## src/rtl/word_serializer.sv

```systemverilog
// Parallel-to-serial transmitter: accepts a WIDTH-bit word on a valid/ready handshake and
// emits it one bit per slot with a direction-specific shift strobe for the receiving register.
module word_serializer #(
    parameter int WIDTH = 16,
    parameter int GAP   = 0
) (
    input  logic             Clock,
    input  logic             DoReset,
    input  logic [WIDTH-1:0] InData,
    input  logic             InValid,
    output logic             InReady,
    input  logic             InMSBFirst,
    output logic             SerialBit,
    output logic             ShiftR2L,
    output logic             ShiftL2R,
    output logic             Busy,
    output logic             Done
);

    localparam int BW = $clog2(WIDTH);
    localparam int GW = (GAP > 0) ? $clog2(GAP + 1) : 1;
    localparam logic [BW-1:0] LAST_BIT = BW'(WIDTH - 1);
    localparam logic [GW-1:0] GAP_LOAD = (GAP > 0) ? GW'(GAP - 1) : '0;

    typedef enum logic [1:0] {
        S_IDLE  = 2'd0,
        S_SHIFT = 2'd1,
        S_GAP   = 2'd2,
        S_DONE  = 2'd3
    } state_t;

    state_t           r_state;
    logic [WIDTH-1:0] r_shreg;
    logic [BW-1:0]    r_bitcnt;
    logic [GW-1:0]    r_gapcnt;
    logic             r_msb_first;
    logic             r_ready;
    logic             r_serial;
    logic             r_r2l;
    logic             r_l2r;
    logic             r_busy;
    logic             r_done;

    logic [WIDTH-1:0] w_shifted;
    logic             w_in_bit;
    logic             w_shift_bit;
    logic             w_hold_bit;

    // The outgoing end of the register is always presented, so the shift runs toward it.
    assign w_shifted   = r_msb_first ? {r_shreg[WIDTH-2:0], 1'b0} : {1'b0, r_shreg[WIDTH-1:1]};
    assign w_in_bit    = InMSBFirst  ? InData[WIDTH-1]    : InData[0];
    assign w_shift_bit = r_msb_first ? w_shifted[WIDTH-1] : w_shifted[0];
    assign w_hold_bit  = r_msb_first ? r_shreg[WIDTH-1]   : r_shreg[0];

    // Outputs are registered alongside the state so they depend on registered state only.
    always_ff @(posedge Clock) begin
        if (DoReset) begin
            r_state     <= S_IDLE;
            r_shreg     <= '0;
            r_bitcnt    <= '0;
            r_gapcnt    <= '0;
            r_msb_first <= 1'b0;
            r_ready     <= 1'b1;
            r_serial    <= 1'b0;
            r_r2l       <= 1'b0;
            r_l2r       <= 1'b0;
            r_busy      <= 1'b0;
            r_done      <= 1'b0;
        end else begin
            case (r_state)
                S_IDLE: begin
                    if (InValid) begin
                        r_state     <= S_SHIFT;
                        r_shreg     <= InData;
                        r_msb_first <= InMSBFirst;
                        r_bitcnt    <= '0;
                        r_ready     <= 1'b0;
                        r_busy      <= 1'b1;
                        r_serial    <= w_in_bit;
                        r_r2l       <= InMSBFirst;
                        r_l2r       <= ~InMSBFirst;
                    end
                end
                S_SHIFT: begin
                    r_shreg  <= w_shifted;
                    r_bitcnt <= r_bitcnt + 1'b1;
                    if (r_bitcnt == LAST_BIT) begin
                        r_state  <= S_DONE;
                        r_done   <= 1'b1;
                        r_serial <= 1'b0;
                        r_r2l    <= 1'b0;
                        r_l2r    <= 1'b0;
                    end else if (GAP > 0) begin
                        r_state  <= S_GAP;
                        r_gapcnt <= GAP_LOAD;
                        r_serial <= 1'b0;
                        r_r2l    <= 1'b0;
                        r_l2r    <= 1'b0;
                    end else begin
                        r_serial <= w_shift_bit;
                    end
                end
                S_GAP: begin
                    if (r_gapcnt == '0) begin
                        r_state  <= S_SHIFT;
                        r_serial <= w_hold_bit;
                        r_r2l    <= r_msb_first;
                        r_l2r    <= ~r_msb_first;
                    end else begin
                        r_gapcnt <= r_gapcnt - 1'b1;
                    end
                end
                default: begin
                    r_state <= S_IDLE;
                    r_done  <= 1'b0;
                    r_busy  <= 1'b0;
                    r_ready <= 1'b1;
                end
            endcase
        end
    end

    assign InReady   = r_ready;
    assign SerialBit = r_serial;
    assign ShiftR2L  = r_r2l;
    assign ShiftL2R  = r_l2r;
    assign Busy      = r_busy;
    assign Done      = r_done;

endmodule

```

## config.mk

```make
export PLATFORM = sky130hd
export DESIGN_NAME = word_serializer
export DESIGN_NICKNAME = d
export VERILOG_FILES = /design/src/rtl/word_serializer.sv
export SDC_FILE = /design/constraint.sdc
export NUM_CORES = 1
export LEC_CHECK = 0
export ABC_AREA = 0
export CORE_ASPECT_RATIO = 1.75
export CORE_MARGIN = 2
export CORE_UTILIZATION = 40
export CTS_CLUSTER_SIZE = 8
export DETAILED_ROUTE_END_ITERATION = 7
export PLACE_DENSITY = 0.73
export SLEW_MARGIN = 0
export SYNTH_ARGS = -nofsm -noshare
export SYNTH_HDL_FRONTEND = slang
export SYNTH_SLANG_ARGS = --single-unit
```

## constraint.sdc

```tcl
create_clock -name Clock -period 3.32 [get_ports Clock]
set_input_delay 0.332 -clock Clock [delete_from_list [all_inputs] [get_ports Clock]]
set_output_delay 0.332 -clock Clock [all_outputs]
set_load 0.01 [all_outputs]
```

# Word level (Yosys, flattened, before mapping)
# Index checks and enable logic that the tools add are counted.
[word_totals]
regBits = 30
latch_bits = 0
ramBits = 0
rom_bits = 0
in_bits = 20
wordCells = 65
n_memories = 0
[classes]
n_addsub = 2
n_mul = 0
div_mod_pow = 0
order_cmp = 0
n_eq_ne = 6
shift = 0
mux = 30
bitwise_logic = 4
reduce_logical = 12
[op_table]
columns = ["cell", "count"]
rows = [
  ["two-way mux 16 bit", 2],
  ["case mux 16 bit (2 select lines)", 1],
  ["two-way mux 1 bit", 15],
  ["case mux 1 bit (3 select lines)", 3],
  ["case mux 4 bit (2 select lines)", 1],
  ["AND reduction 2 bit", 4],
  ["two-way mux 2 bit", 3],
  ["inequality test 2 bit, second input constant", 3],
  ["case mux 1 bit (2 select lines)", 3],
  ["case mux 2 bit (3 select lines)", 1],
  ["AND reduction 3 bit", 2],
  ["adder 4 x 1 -> 4 bit, second input constant", 1],
  ["equality test 4 bit, second input constant", 1],
  ["two-way mux 4 bit", 1],
  ["NOT 1 bit", 4],
  ["AND reduction 4 bit", 1],
  ["OR reduction 2 bit", 2],
  ["nonzero test 3 bit", 1],
  ["equality test 2 x 1 -> 1 bit, second input constant", 1],
  ["equality test 2 bit, second input constant", 1],
  ["zero test 2 bit", 1],
  ["nonzero test 2 bit", 1],
  ["subtractor 1 bit, second input constant", 1],
]

# Longest topological paths before layout
# Gate-level depths: netlist of the first run.
[logic_depth]
ltp_word = 4
mapped_depth = 9
mapped_depth_nobuf = 6

# Worst setup path after synthesis of the first run
# No wires, ideal clock.
[synth_path]
path_type = "reg-to-reg"
startpoint = "reg r_state[0]"
endpoint = "reg r_serial, in the netlist SerialBit"
arrival_ps = 1496
required_ps = 3217
path_slack_ps = 1721
path_stages_with_launch = 9
n_path_buf = 2
period_less_slack_ps = 1599
path_cell_list = "dfxtp_1 inv_1 ha_1 buf_6 nor2b_4 buf_6 nor2_2 nor2_1 a2111oi_2"
[synth_via]
elab_chain_len = 3
word_cells_on_any_way = 8
classes_between = "eq/ne: 4; mux: 1; reduce/logical: 3"
[synth_lines]
columns = ["element", "line", "text"]
rows = [
  ["from (decl)", "32", "state_t r_state;"],
  ["from (signal assigned)", "58", "r_state <= S_IDLE;"],
  ["from (signal assigned)", "73", "r_state <= S_SHIFT;"],
  ["from (signal assigned)", "88", "r_state <= S_DONE;"],
  ["equality test 2 bit (tied with other cells)", "70", "case (r_state)"],
  ["inequality test 2 bit (no line) or nonzero test 3 bit (tied branches)", "n/a", ""],
  ["AND reduction 3 bit (no line)", "n/a", ""],
  ["to (signal assigned)", "79", "r_serial <= w_in_bit;"],
  ["to (signal assigned)", "100", "r_serial <= w_shift_bit;"],
  ["to (signal assigned)", "106", "r_serial <= w_hold_bit;"],
  ["to (decl)", "38", "logic r_serial;"],
]
# Several ways; a longest one is shown, not always the timed one.
# A chain may end at the register's enable or synchronous reset.

# Worst setup path in the final report of the first run
[layout_path]
startpoint = "reg r_state[0]"
endpoint = "reg r_shreg[9]"
[layout_via]
elab_chain_len = 3
word_cells_on_any_way = 6
classes_between = "eq/ne: 2; mux: 1; reduce/logical: 3"
[layout_lines]
columns = ["element", "line", "text"]
rows = [
  ["equality test 2 x 1 -> 1 bit or zero test 2 bit (tied branches)", "70", ""],
  ["nonzero test 2 bit (no line) or inequality test 2 bit (tied branches)", "n/a", ""],
  ["AND reduction 2 bit (no line)", "n/a", ""],
  ["to (signal assigned)", "74", "r_shreg <= InData;"],
  ["to (signal assigned)", "85", "r_shreg <= w_shifted;"],
  ["to (decl)", "33", "logic [WIDTH-1:0] r_shreg;"],
]
# Several ways; a longest one is shown, not always the timed one.

==> results.md, run 1 <==
- Status: finished, final reports clean
- CTS Sinks: 29
- Placed cell areas: 2010 um^2
- Drt total wl: 3.71 mm
- WHS: 448 ps
- Crit path DAT: 2280 ps
- Clk Latency, worst-skew pair: 280 ps
- PortBufs: 25
- Detail Placement HPWL: 2.73 mm
- Die area: between 4000 and 5000 um^2
- Design Power: 1.35 mW
- First drt pass iteration count: 4
- Placement Setup Slack: roughly 1200 ps
- Worst vdd ir: 0.398 mV
- CTS tree: done
- Die Height: 91.9 um
- Critical path endpoint category: flop
- Crit start category: flop
- Least-Margin Pin Slew: about 670 ps
- DIE WIDTH: 54.2 um
- Seq pwr share: 0.357
- Ant diodes: 0
- Layout cells sized above 1: 0.107
- # IOs: 26
- Distinct cells, synth: 35
- All-Layer GR Usage: 0.174
- WL/cell: approximately 14 um
- Syn Std Cell Area: 1760 um^2
- Max transition margin: 0.550
- Vias post-DR: approximately 1500
- H-tree Lvls: 2
- Shortest period the worst path allows: 2060 ps
- # placed instances: 267
- Layout Nets: between 200 and 250
- Post-Syn Instances: ~200
- Switching power: about 0.47 mW
- Power density cells: about 640 nW/um^2
- Utilization after layout: 0.491
- Max-cap violations: 0
- Post-synth top flop: dfxtp_1
- Synth area leader: dfxtp_1
- Clk root buf: clkbuf_8
- Top-area cell type share of the netlist area: 0.329
- Seq/Total Area, Yosys: 0.329
- Post-synth EDFFs: 0
- Syn_nets: 229
- Largest net degree at the start of global routing: 29
- Initial antenna violation count: 0
- Cell Int Power: 0.883 mW
- Worst Path Required: 3530 ps
- Post-DR vias/cell: 5.40
- CTS clock-pin slew for the worst setup and hold paths: about 60 ps
- Final instance area: 2120 um^2
- Synth Area per Inst: 8.69 um^2
- # rows: 32
- GP Congestion: 0.848
- Number of synthesized register bits: 29
- First DRT Iteration DRCs: 23
- Clock network fraction of total power: 0.281
- Final hold viol count: 0
- Crit Path Category: reg -> reg
- Syn-to-layout area delta: 20.3%
- Congestion Overflow GR: 0
- Number of setup buffers added after CTS: 0
- Leak pwr: around 0.78 nW
- Final setup fails: 0
- Inserted Clock Buffers: 5
- Starting Density: 0.408
- Power share of the combinational group: 0.363
- Crit path max fanout: 22
- Sw frac: 0.347
- Post_cts resized: 0
- First-pass GRT wire length: 6.41 mm
- Largest cells by area after synthesis: dfxtp_1, mux2i_1, a2111oi_4
- Clk_skew: roughly 6.3 ps
- Antenna-violating nets left: 0
- Post-synth ARST share: 0
- Number of global-route vias before repair: about 1500
- CTS Buffer Depth: 2
- Core footprint: 4320 um^2
- Max Clk Rate: 485 MHz
- Max-slew violation count: 0
- RSZ-0062 raised after global routing: no
- Hold buffer count at cts: 0
- # DRC: 0
- Final setup slack of the worst path: 1260 ps
- Period utilization: 0.621
- Synth Warn #: 0
- Setup_tns: 0 ps
- Min-delay worst type: reg -> reg
- Layout Cells excl Fill: 275
-- critical path, stage by stage, from the launching register on --
cell and delay (ps):
dfxtp_1 410, ha_1 550, buf_4 350, nor2_1 110, nor2_4 250, o211ai_1 150, a21oi_1 160
-- per-layer routing --
layer / global-route usage / share of wire / up-vias
met3: 0.0342 / 0.025 / 8
met2: 0.301 / 0.54 / 22
li1: - / - / 753
met5: 0 / 0 / -
met4: 0.0979 / 0.029 / 0
met1: 0.185 / 0.41 / 703
-- power groups by stage --
stage	Clock (mW)	Sequential, mW	Combinational [mW]
floorplan	0	0.475	0.395
global placement	0	0.489	0.489
detailed placement	0	0.490	0.494
CTS	0.385	0.483	0.496
global route	0.402	0.491	0.546
finish	0.379	0.482	0.490
-- layout by cell type, fill, tap and decap left out, drive strengths merged --
cell type,netlist,final
and3,1,1
mux2i,16,16
nand2,25,25
inv,10,10
bufinv,0,1
nor2,30,30
a2111oi,6,6
dfxtp,29,29
a211oi,6,6
o211ai,9,9
mux2,1,1
o21ai,3,3
a311oi,1,1
buf,11,4
nand3,3,3
nand2b,1,1
clkdlybuf4s50,0,25
clkbuf,5,7
a21oi,17,17
nor2b,5,5
a22oi,1,1
and2,2,2
nor3b,1,1
ha,6,6
nor3,5,5
o2111a,1,1
o21bai,1,1
a31oi,6,6
a21o,1,1
-- path summary, 6_finish.rpt --
kind	startpoint	end	slack [ps]	cells past startpoint
worst max-delay path	r_state[0]	r_shreg[9]	1260	6
worst min-delay path	Busy	Busy	450	2
worst max register to register	r_state[0]	r_shreg[9]	1260	6
worst min register to register	Busy	Busy	450	2
-- flip-flops by register name, summed over array words and instances (netlist names) --
register     flops
r_shreg         16
r_bitcnt         4
r_state          2
Busy             1
Done             1
InReady          1
SerialBit        1
ShiftL2R         1
ShiftR2L         1
r_msb_first      1
-- cells by family (layout without fill, tap and decap cells) --
| family | count (synthesis) | count (layout) | share of synthesized area |
|---|---|---|---|
| multiplexers | 17 | 17 | 0.0972 |
| AO/OA/AOI/OAI | 52 | 52 | 0.262 |
| flip-flops | 29 | 29 | 0.329 |
| AND/OR/NAND/NOR | 73 | 73 | 0.190 |
| adder cells (fa/ha/maj) | 6 | 6 | 0.0426 |
| buffers and inverters | 26 | 47 | 0.0794 |
-- synthesized netlist by cell type (all sizes together) (2+ instances only) --
cell	count
clkbuf	5
a211oi	6
dfxtp	29
nor3	5
inv	10
mux2i	16
o21ai	3
a21oi	17
and2	2
nor2	30
nand2	25
o211ai	9
buf	11
ha	6
a31oi	6
a2111oi	6
nor2b	5
nand3	3
-- cell type report --
cell class                      count  area, um^2
Timing Repair Buffer               29         280
Clock inverter                      1        30.0
Sequential cell                    29         581
Fill cell                         414        2200
Multi-Input combinational cell    148        1040
Clock buffer                        7        86.3
Tap cell                           51        63.8
Inverter                           10        37.5
No activity file was read; power rests on OpenSTA's default activity.
==> run 2: changes to the inputs <==
--- a/config.mk
+++ b/config.mk
@@ -11,7 +11,7 @@
 export CORE_UTILIZATION = 40
 export CTS_CLUSTER_SIZE = 8
 export DETAILED_ROUTE_END_ITERATION = 7
-export PLACE_DENSITY = 0.73
+export PLACE_DENSITY = 0.75
 export SLEW_MARGIN = 0
 export SYNTH_ARGS = -nofsm -noshare
 export SYNTH_HDL_FRONTEND = slang
==> constraint.sdc (replaced) <==
create_clock -name Clock -period 1.8 [get_ports Clock]
set_input_delay 0.18 -clock Clock [delete_from_list [all_inputs] [get_ports Clock]]
set_output_delay 0.18 -clock Clock [all_outputs]
set_load 0.01 [all_outputs]
==> run 2 against run 1 <==
Against the previous run: final cell count increased by 3.3%; register-to-register slack got worse by 1100 ps; routed wire length increased by 6.1%; design area increased by 2.9%; critical path depth increased by 1; non-clock buffer count increased by 10; total power increased by 79%.
==> results.md, run 2 (synthesized netlist as in run 1, its figures left out) <==
- Status: finished, final reports clean
- Min-delay worst type: reg -> reg
- First-pass GRT wire length: 6.40 mm
- Core footprint: about 4300 um^2
- Clk_skew: between 3 and 4 ps
- Power share of the combinational group: 0.414
- Max transition margin: 0.734
- Ant diodes: 0
- Shortest period the worst path allows: about 1600 ps
- Sw frac: 0.362
- Final hold viol count: 0
- Cell Int Power: about 1.5 mW
- Clk Latency, worst-skew pair: 280 ps
- Least-Margin Pin Slew: between 300 and 400 ps
- WL/cell: 13.9 um
- Post-Route M1 WL: 1.57 mm
- Placement Setup Slack: -23.1 ps
- WHS: 452 ps
- Power density cells: 1110 nW/um^2
- Max FFs per register: 16
- Max Clk Rate: a little over 600 MHz
- First drt pass iteration count: 4
- Crit path max fanout: 11
- Leak pwr: between 0.8 and 0.9 nW
- Most common library cell in the layout ignoring fill and taps: dfxtp_1
- Crit start category: flop
- Max-slew violation count: 0
- Hold buffer count at cts: 0
- H-tree Lvls: 2
- # DRC: 0
- Detail Placement HPWL: 2.97 mm
- Worst Path Required: 1980 ps
- Metal2 WL: 2.05 mm
- CTS Buffer Depth: 2
- CTS clock-pin slew for the worst setup and hold paths: 60 ps
- # rows: 32
- Congestion Overflow GR: 0
- Utilization after layout: 0.505
- Period utilization: 0.905
- All-Layer GR Usage: 0.173
- Number of global-route vias before repair: 1458
- Clock network fraction of total power: 0.222
- Design Power: 2.42 mW
- Drt total wl: 3.94 mm
- CTS Sinks: 29
- Most frequent cells in the layout: dfxtp_1, nor2_1, nand2_1, clkdlybuf4s50_1, a21oi_1
- Worst vdd ir: roughly 0.64 mV
- Switching power: 0.876 mW
- Biggest regs: r_shreg: 16 flops, r_bitcnt: 4 flops, r_state: 2 flops
- GP Congestion: 0.945
- Die area: 4980 um^2
- Highest Signal Layer: met4
- Clk root buf: clkbuf_8
- First DRT Iteration DRCs: 27
- Final setup slack of the worst path: 171 ps
- Layout cells sized above 1: 0.150
- # IOs: 26
- Largest net degree at the start of global routing: 28
- # placed instances: 275
- Max-cap violations: 0
- Critical path endpoint category: flop
- PortBufs: 25
- Seq pwr share: 0.365
- CTS tree: done
- DIE WIDTH: 54.2 um
- Crit path DAT: 1810 ps
- Starting Density: 0.408
- Top reg by flops: r_shreg
- Layout Nets: 259
- Layout Cells excl Fill: 284
- Antenna-violating nets left: 0
- RSZ-0062 raised after global routing: no
- Inserted Clock Buffers: 5
- Met3 Routed Length: between 100 and 150 um
- Final setup fails: 0
- Crit Path Category: reg -> reg
- Post-DR vias/cell: 5.31
- Initial antenna violation count: 0
- R2R Setup Slk: 170 ps
- Syn-to-layout area delta: 23.8%
- Die Height: 91.9 um
- Vias post-DR: ~1500
## run 2: changes by cell type in the layout (fill, tap and decap cells not counted), sizes merged
| cell | change |
|---|---|
| buf | +10 |
| bufinv | -1 |
## run 2: per-stage QoR
stage	area (um^2)	setup TNS (ps)
after floorplan	1760	0
after global placement	2080	0
after detailed placement	2080	-23.1
after CTS	2160	0
after global routing	2180	0
final	2180	0
## run 2: critical path, cell delays in order, from the launching register on
cell	delay [ps]
dfxtp_1	350
inv_1	100
ha_2	260
buf_4	200
nor2_1	50
a31oi_1	210
nor2_1	100
a2111oi_4	270
## run 2: final timing paths
| path | from | end | cells after the start |
|---|---|---|---|
| max reg2reg | r_state[0] | r_shreg[10] | 7 |
| max | r_state[0] | r_shreg[10] | 7 |
| min | Busy | Busy | 2 |
| min reg2reg | Busy | Busy | 2 |
## run 2: layout make-up
class                      instances  area (um^2)
fill                             413         2140
multi-input combinational        148         1050
sequential                        29          581
timing repair buffer              39          368
clock buffer                       7         86.3
tap                               51         63.8
inverter                          10         37.5
## run 2: repair_timing
item	in CTS	in global routing
setup endpoints to repair	0	7
endpoints found under the hold margin	0	0
buffers inserted	0	2
resized for setup	0	2
## run 2: per-layer routing
metal | track usage | vias to the layer above
met4 | 0.117 | 0
met2 | 0.297 | 30
met5 | 0 | -
met1 | 0.176 | 696
met3 | 0.0309 | 15
li1 | - | 768
## run 2: power groups by stage
stage / clock network [mW] / registers, mW / logic, mW
floorplan: 0 / 0.876 / 0.729
global placement: 0 / 0.892 / 0.980
detailed placement: 0 / 0.897 / 0.998
CTS: 0.546 / 0.883 / 1.00
global route: 0.570 / 0.897 / 1.11
finish: 0.537 / 0.884 / 1.00
==> run 3: changes to the inputs <==
--- a/config.mk
+++ b/config.mk
@@ -11,6 +11,7 @@
 export CORE_UTILIZATION = 40
 export CTS_CLUSTER_SIZE = 8
 export DETAILED_ROUTE_END_ITERATION = 7
+export HOLD_SLACK_MARGIN = 0.03
 export PLACE_DENSITY = 0.75
 export SLEW_MARGIN = 0
 export SYNTH_ARGS = -nofsm -noshare
==> results of run 3 <==
Final layout, timing and power as in run 2 (identical DEF).
